**src/rtl/shift_pipe_if.sv**
```systemverilog
// Handshake bundle for shift_pipe: upstream operation channel and downstream result channel.
// The design drives through the slave modport; a producer/consumer uses master.
interface shift_pipe_if #(
    parameter int N     = 32,
    parameter int TAG_W = 4
);
    localparam int S = $clog2(N);

    logic             in_valid;
    logic             in_ready;
    logic [N-1:0]     in_data;
    logic [S-1:0]     in_shamt;
    logic [1:0]       in_mode;
    logic [TAG_W-1:0] in_tag;

    logic             out_valid;
    logic             out_ready;
    logic [N-1:0]     out_data;
    logic [TAG_W-1:0] out_tag;

    modport master (
        output in_valid, in_data, in_shamt, in_mode, in_tag, out_ready,
        input  in_ready, out_valid, out_data, out_tag
    );

    modport slave (
        input  in_valid, in_data, in_shamt, in_mode, in_tag, out_ready,
        output in_ready, out_valid, out_data, out_tag
    );
endinterface

```
**src/rtl/shift_pipe.sv**
```systemverilog
// Elastic log-depth barrel shifter: stage k shifts by 2^k, with per-stage bubble-collapsing back-pressure.
// Optional feature: define SHIFT_PIPE_ROTATE_EN to turn mode 11 into rotate-left; otherwise mode 11 yields 0.
module shift_pipe #(
    parameter int N     = 32,
    parameter int TAG_W = 4
) (
    input logic         clk,
    input logic         rst_n,
    shift_pipe_if.slave bus
);
    localparam int S = $clog2(N);

    typedef enum logic [1:0] {
        MODE_SLL = 2'b00,
        MODE_SRL = 2'b01,
        MODE_SRA = 2'b10,
        MODE_ROL = 2'b11
    } mode_e;

    // One conditional shift step; reserved mode 11 forces zero at every step so the result is 0.
    function automatic logic [N-1:0] shift_step(input logic [N-1:0] d, input logic en,
                                                input logic [1:0] mode, input int amt);
        logic signed [N-1:0] sd;
        logic [N-1:0]        r;
        sd = d;
        r  = d;
        case (mode)
            MODE_SLL: if (en) r = d << amt;
            MODE_SRL: if (en) r = d >> amt;
            MODE_SRA: if (en) r = sd >>> amt;
            default: begin
`ifdef SHIFT_PIPE_ROTATE_EN
                if (en) r = (d << amt) | (d >> (N - amt));
`else
                r = '0;
`endif
            end
        endcase
        return r;
    endfunction

    logic [S-1:0]     vld_p;
    logic [N-1:0]     data_p  [S];
    logic [TAG_W-1:0] tag_p   [S];
    logic [S-1:0]     shamt_p [S-1];
    logic [1:0]       mode_p  [S-1];

    logic [S-1:0]     src_vld;
    logic [N-1:0]     src_data  [S];
    logic [TAG_W-1:0] src_tag   [S];
    logic [S-1:0]     src_shamt [S];
    logic [1:0]       src_mode  [S];

    logic [S:0]       ld;

    // ld[k]: stage k captures this cycle; ld[S] is the downstream accept.
    always_comb begin
        ld[S] = bus.out_ready;
        for (int k = S - 1; k >= 0; k--) begin
            ld[k] = !vld_p[k] || ld[k+1];
        end
    end

    always_comb begin
        src_vld[0]   = bus.in_valid;
        src_data[0]  = bus.in_data;
        src_tag[0]   = bus.in_tag;
        src_shamt[0] = bus.in_shamt;
        src_mode[0]  = bus.in_mode;
        for (int k = 1; k < S; k++) begin
            src_vld[k]   = vld_p[k-1];
            src_data[k]  = data_p[k-1];
            src_tag[k]   = tag_p[k-1];
            src_shamt[k] = shamt_p[k-1];
            src_mode[k]  = mode_p[k-1];
        end
    end

    // Stage registers p0..p(S-1); a stage only changes when it loads, so held entries stay stable.
    always_ff @(posedge clk or negedge rst_n) begin
        if (!rst_n) begin
            for (int k = 0; k < S; k++) begin
                vld_p[k]  <= 1'b0;
                data_p[k] <= '0;
                tag_p[k]  <= '0;
            end
            for (int k = 0; k < S - 1; k++) begin
                shamt_p[k] <= '0;
                mode_p[k]  <= '0;
            end
        end else begin
            for (int k = 0; k < S; k++) begin
                if (ld[k]) begin
                    vld_p[k]  <= src_vld[k];
                    data_p[k] <= shift_step(src_data[k], src_shamt[k][k], src_mode[k], 1 << k);
                    tag_p[k]  <= src_tag[k];
                end
            end
            for (int k = 0; k < S - 1; k++) begin
                if (ld[k]) begin
                    shamt_p[k] <= src_shamt[k];
                    mode_p[k]  <= src_mode[k];
                end
            end
        end
    end

    assign bus.in_ready  = ld[0];
    assign bus.out_valid = vld_p[S-1];
    assign bus.out_data  = data_p[S-1];
    assign bus.out_tag   = tag_p[S-1];
endmodule

```
**src/flat_wrapper.sv**
```systemverilog
// flat-port wrapper written by rule: the top's interface ports become plain ports
module shift_pipe_flat 
#(
    parameter int N     = 32,
    parameter int TAG_W = 4
)
  (clk, rst_n, bus_in_valid, bus_in_data, bus_in_shamt, bus_in_mode, bus_in_tag, bus_out_ready, bus_in_ready, bus_out_valid, bus_out_data, bus_out_tag);
  shift_pipe_if #(.N(N), .TAG_W(TAG_W)) bus_i ();
  input logic clk;
  input logic rst_n;
  input wire logic [$bits(bus_i.in_valid)-1:0] bus_in_valid;
  input wire logic [$bits(bus_i.in_data)-1:0] bus_in_data;
  input wire logic [$bits(bus_i.in_shamt)-1:0] bus_in_shamt;
  input wire logic [$bits(bus_i.in_mode)-1:0] bus_in_mode;
  input wire logic [$bits(bus_i.in_tag)-1:0] bus_in_tag;
  input wire logic [$bits(bus_i.out_ready)-1:0] bus_out_ready;
  output wire logic [$bits(bus_i.in_ready)-1:0] bus_in_ready;
  output wire logic [$bits(bus_i.out_valid)-1:0] bus_out_valid;
  output wire logic [$bits(bus_i.out_data)-1:0] bus_out_data;
  output wire logic [$bits(bus_i.out_tag)-1:0] bus_out_tag;
  assign bus_i.in_valid = bus_in_valid;
  assign bus_i.in_data = bus_in_data;
  assign bus_i.in_shamt = bus_in_shamt;
  assign bus_i.in_mode = bus_in_mode;
  assign bus_i.in_tag = bus_in_tag;
  assign bus_i.out_ready = bus_out_ready;
  assign bus_in_ready = bus_i.in_ready;
  assign bus_out_valid = bus_i.out_valid;
  assign bus_out_data = bus_i.out_data;
  assign bus_out_tag = bus_i.out_tag;
  shift_pipe #(.N(N), .TAG_W(TAG_W)) u_core (.clk(clk), .rst_n(rst_n), .bus(bus_i));
endmodule
```
**config.mk**
```make
export PLATFORM = sky130hd
export DESIGN_NAME = shift_pipe_flat
export DESIGN_NICKNAME = d
export VERILOG_FILES = /design/src/rtl/shift_pipe_if.sv /design/src/rtl/shift_pipe.sv /design/src/flat_wrapper.sv
export SDC_FILE = /design/constraint.sdc
export NUM_CORES = 1
export LEC_CHECK = 0
export ABC_AREA = 1
export BUFFER_PORTS_ARGS = -buffer_cell sky130_fd_sc_hd__buf_4
export CELL_PAD_IN_SITES_DETAIL_PLACEMENT = 1
export CELL_PAD_IN_SITES_GLOBAL_PLACEMENT = 1
export CORE_ASPECT_RATIO = 0.75
export CORE_MARGIN = 3
export CORE_UTILIZATION = 44
export DETAILED_ROUTE_END_ITERATION = 8
export GPL_TIMING_DRIVEN = 1
export PLACE_DENSITY = 0.78
export SETUP_SLACK_MARGIN = 0.05
export SLEW_MARGIN = 25
export SYNTH_ARGS = -nofsm -noshare
export SYNTH_HDL_FRONTEND = slang
export SYNTH_SLANG_ARGS = --single-unit
export TNS_END_PERCENT = 5
```
**constraint.sdc**
```tcl
create_clock -name clk -period 1.7 [get_ports clk]
set_input_delay 0.34 -clock clk [delete_from_list [all_inputs] [get_ports clk]]
set_output_delay 0.34 -clock clk [all_outputs]
set_load 0.02 [all_outputs]
```
==> run_results.csv <==
group,metric,value,unit
outcome,status,"finished, violations left",
outcome,violations,"negative setup slack",
routing,highest_layer,"met4",
worst_hold_path,holdPathStages,3,
clocking,cts_buffers,23,
pwr,p_leak,8.07,nW
clocking,root_buffer,"clkbuf_16",
sta,setup_viol,1,
routing,wl_met2,17000,µm
routing,routed_wl,40500,µm
global_route,first_global_vias,12700,
cells_and_area,mostFrequentLayoutCells,"nand2_1 (1116), o21ai_0 (225), dfrtp_1 (201), inv_1 (150), buf_4 (123)",
logic_synthesis,yosys_warnings,0,
cells_and_area,drive_above_1_share,10.1,%
sta,hold_viol,0,
die,start_util,45.6,%
run,max_cap_violations,0,
routing,postRouteAntennaNets,0,
place,hpwlAfterDp,29600,µm
cells_and_area,nets,2049,
worst_setup_path,start_kind,"register",
logic_synthesis,ys_seq_elements,203,
clocking,path_clk_slew,60,ps
die,die_area,0.0305,mm²
logic_synthesis,synth_cell_type_count,24,
clocking,clk_latency,530,ps
pwr,power_density,1280,mW/mm²
global_route,grt_pass1_wl,66700,µm
clocking,tritoncts,"yes",
sta,fin_crit_sh,103,%
pwr,total_power,18.4,mW
worst_setup_path,r2r-end,"u_core.data_p[58]",
sta,fin_ws,-43.2,ps
sta,worst_pin_slew,725,ps
sta,fmax,574,MHz
global_route,gr-total-overflow,0,
logic_synthesis,syn-num-nets,2021,
clocking,clock_tree.buffer_depth,3,
die,dieHeight,152,µm
place,portBuffers,84,
routing,first_iter_violations,695,
worst_setup_path,crit_path_max_fanout,2,
logic_synthesis,synth_area,0.0125,mm²
clocking,clock-sinks,203,
sta,slew_violations,0,
routing,wl_met1,20900,µm
global_route,grt_max_degree,83,
die,fp.dieW,201,µm
cells_and_area,areaGrowthSynthToFinish,15.0,%
global_route,grtUsageTotal,26.3,%
place,place.gp.congestion,0.830,
routing,wl_per_cell,16.9,µm
sta,rsz0062_at_grt,"true",
logic_synthesis,netlist_instances,1974,
sta,finalClockSkew,17.3,ps
routing,drc,0,
routing,vias_per_cell,5.22,
global_route,antenna_found_initial,0,
routing,vias,12500,
place,pre_cts_ws,116,ps
worst_setup_path,worstSetupPathType,"register to output port",
clocking,htreeDepth,1,
worst_setup_path,critPathRequiredTime,1360,ps
pwr,ir_drop,802,µV
routing,route.met3.wl,2090,µm
die,io_pins,85,
worst_setup_path,worstSetupEndpointType,"output port",
worst_setup_path,rr_worst_depth,5,
worst_setup_path,reg2reg_setup_slack,120,ps
logic_synthesis,ys_seq_area_share,40.6,%
sta,slew_headroom,51.6,%
cells_and_area,antennaDiodeCount,0,
logic_synthesis,syn_area_per_cell,6.34,µm²
worst_setup_path,timing.rr.start,"u_core.shamt_p[8]",
worst_setup_path,worstPathArrival,1400,ps
die,core_area,0.0275,mm²
sta,period_minus_slack,1740,ps
cells_and_area,final_common_cell,"nand2_1",
routing,firstDrtPassIters,4,
worst_hold_path,worstHoldStart,"bus_in_shamt[3]",
worst_hold_path,worst_hold_path_type,"primary input to register",
worst_hold_path,min_to,"u_core.shamt_p[18]",
cells_and_area,n_fill_cell,3695,
die,rows,52,
-- cells by family (layout without fill, tap and decap cells) --
| kind of cell | count (synthesis) | count (layout) | share of synthesized area (%) |
|---|---|---|---|
| AO/OA/AOI/OAI | 254 | 254 | 10.3 |
| flip-flops | 203 | 203 | 40.6 |
| AND/OR/NAND/NOR | 1214 | 1214 | 38.0 |
| buffers and inverters | 303 | 346 | 11.2 |
-- worst max-delay path, cell delays in order (launching register included) --
cell and delay (ps):
dfrtp_1 380, nand3_4 110, nor2_4 120, nand3_2 100, buf_6 150
-- state kept, by name, indices dropped and copies added, names as in the netlist --
| register | count |
|---|---|
| u_core.src_tag | 16 |
| u_core.vld_p | 5 |
| u_core.data_p | 128 |
| u_core.bus.out_data | 32 |
| u_core.bus.out_tag | 4 |
| u_core.mode_p | 8 |
| u_core.shamt_p | 10 |
-- worst max path at each step --
stage | from | to | slack, ps | cells after the start
after floorplan | u_core.vld_p[4] | bus_in_ready | 210 | 4
after global placement | bus_out_ready | u_core.data_p[141] | 170 | 7
after detailed placement | bus_out_ready | u_core.data_p[150] | 120 | 7
after CTS | u_core.vld_p[3] | bus_in_ready | -100 | 4
after global routing | u_core.vld_p[3] | bus_in_ready | -100 | 4
final | u_core.vld_p[3] | bus_in_ready | -40 | 4
-- per-layer routing --
layer / global-route usage (%) / up-vias
li1: - / 6105
met1: 41.3 / 6111
met2: 38.9 / 252
met3: 4.34 / 37
met4: 3.78 / 0
met5: 0 / -
-- synth_stat cells --
cell type | n | share of area, %
nor2_4 | 1 | 0.090
or2_2 | 3 | 0.15
nand3_1 | 25 | 1.0
o21ai_1 | 13 | 0.52
inv_1 | 150 | 4.5
a21oi_1 | 11 | 0.44
nor2_1 | 15 | 0.45
o211ai_1 | 3 | 0.18
a21boi_0 | 1 | 0.060
buf_2 | 63 | 2.5
nand3_4 | 1 | 0.14
dfrtp_1 | 203 | 41
buf_4 | 41 | 2.5
nand2_1 | 1116 | 33
nor2_2 | 3 | 0.15
a21oi_2 | 1 | 0.070
o21ai_0 | 225 | 9.0
nand3_2 | 1 | 0.080
inv_2 | 4 | 0.12
nand2_2 | 4 | 0.20
clkbuf_1 | 39 | 1.2
buf_6 | 4 | 0.36
buf_1 | 2 | 0.060
nand4_1 | 45 | 2.2
-- power breakdown --
group / internal (mW) / switching [mW]
registers: 5.92 / 1.04
clock network: 3.11 / 2.08
logic: 2.11 / 4.15
-- repair_timing --
action | 4_1_cts | 5_1_grt
buffers inserted | 4 | 0
hold buffers | 7 | 0
gates resized for setup | 1 | 2
hold endpoints to repair | 30 | 0
pin swaps | 2 | 3
endpoints found under the setup margin | 1 | 9
-- final cells by class --
| type | instances | area, µm² | area share (%) |
|---|---|---|---|
| repair buffers | 152 | 1420 | 9.86 |
| inverters | 154 | 578 | 4.02 |
| flip-flops and latches | 203 | 5080 | 35.3 |
| well taps | 378 | 473 | 3.29 |
| clock buffers | 34 | 687 | 4.77 |
| multi-input cells | 1468 | 6050 | 42.1 |
| clock inverters | 6 | 97.6 | 0.678 |
-- through the flow --
step,area (µm²),hold slack [ps],cells,TNS (ps),util (%)
after floorplan,12500,44.4,1974,0,-
after global placement,13500,273,2344,0,49.1
after detailed placement,13500,272,2344,0,49.1
after CTS,14400,4.60,2395,-99.2,52.4
after global routing,14400,22.2,2395,-103,52.4
final,14400,24.2,2395,-43.2,52.4
(Power assumes the default switching activity.)
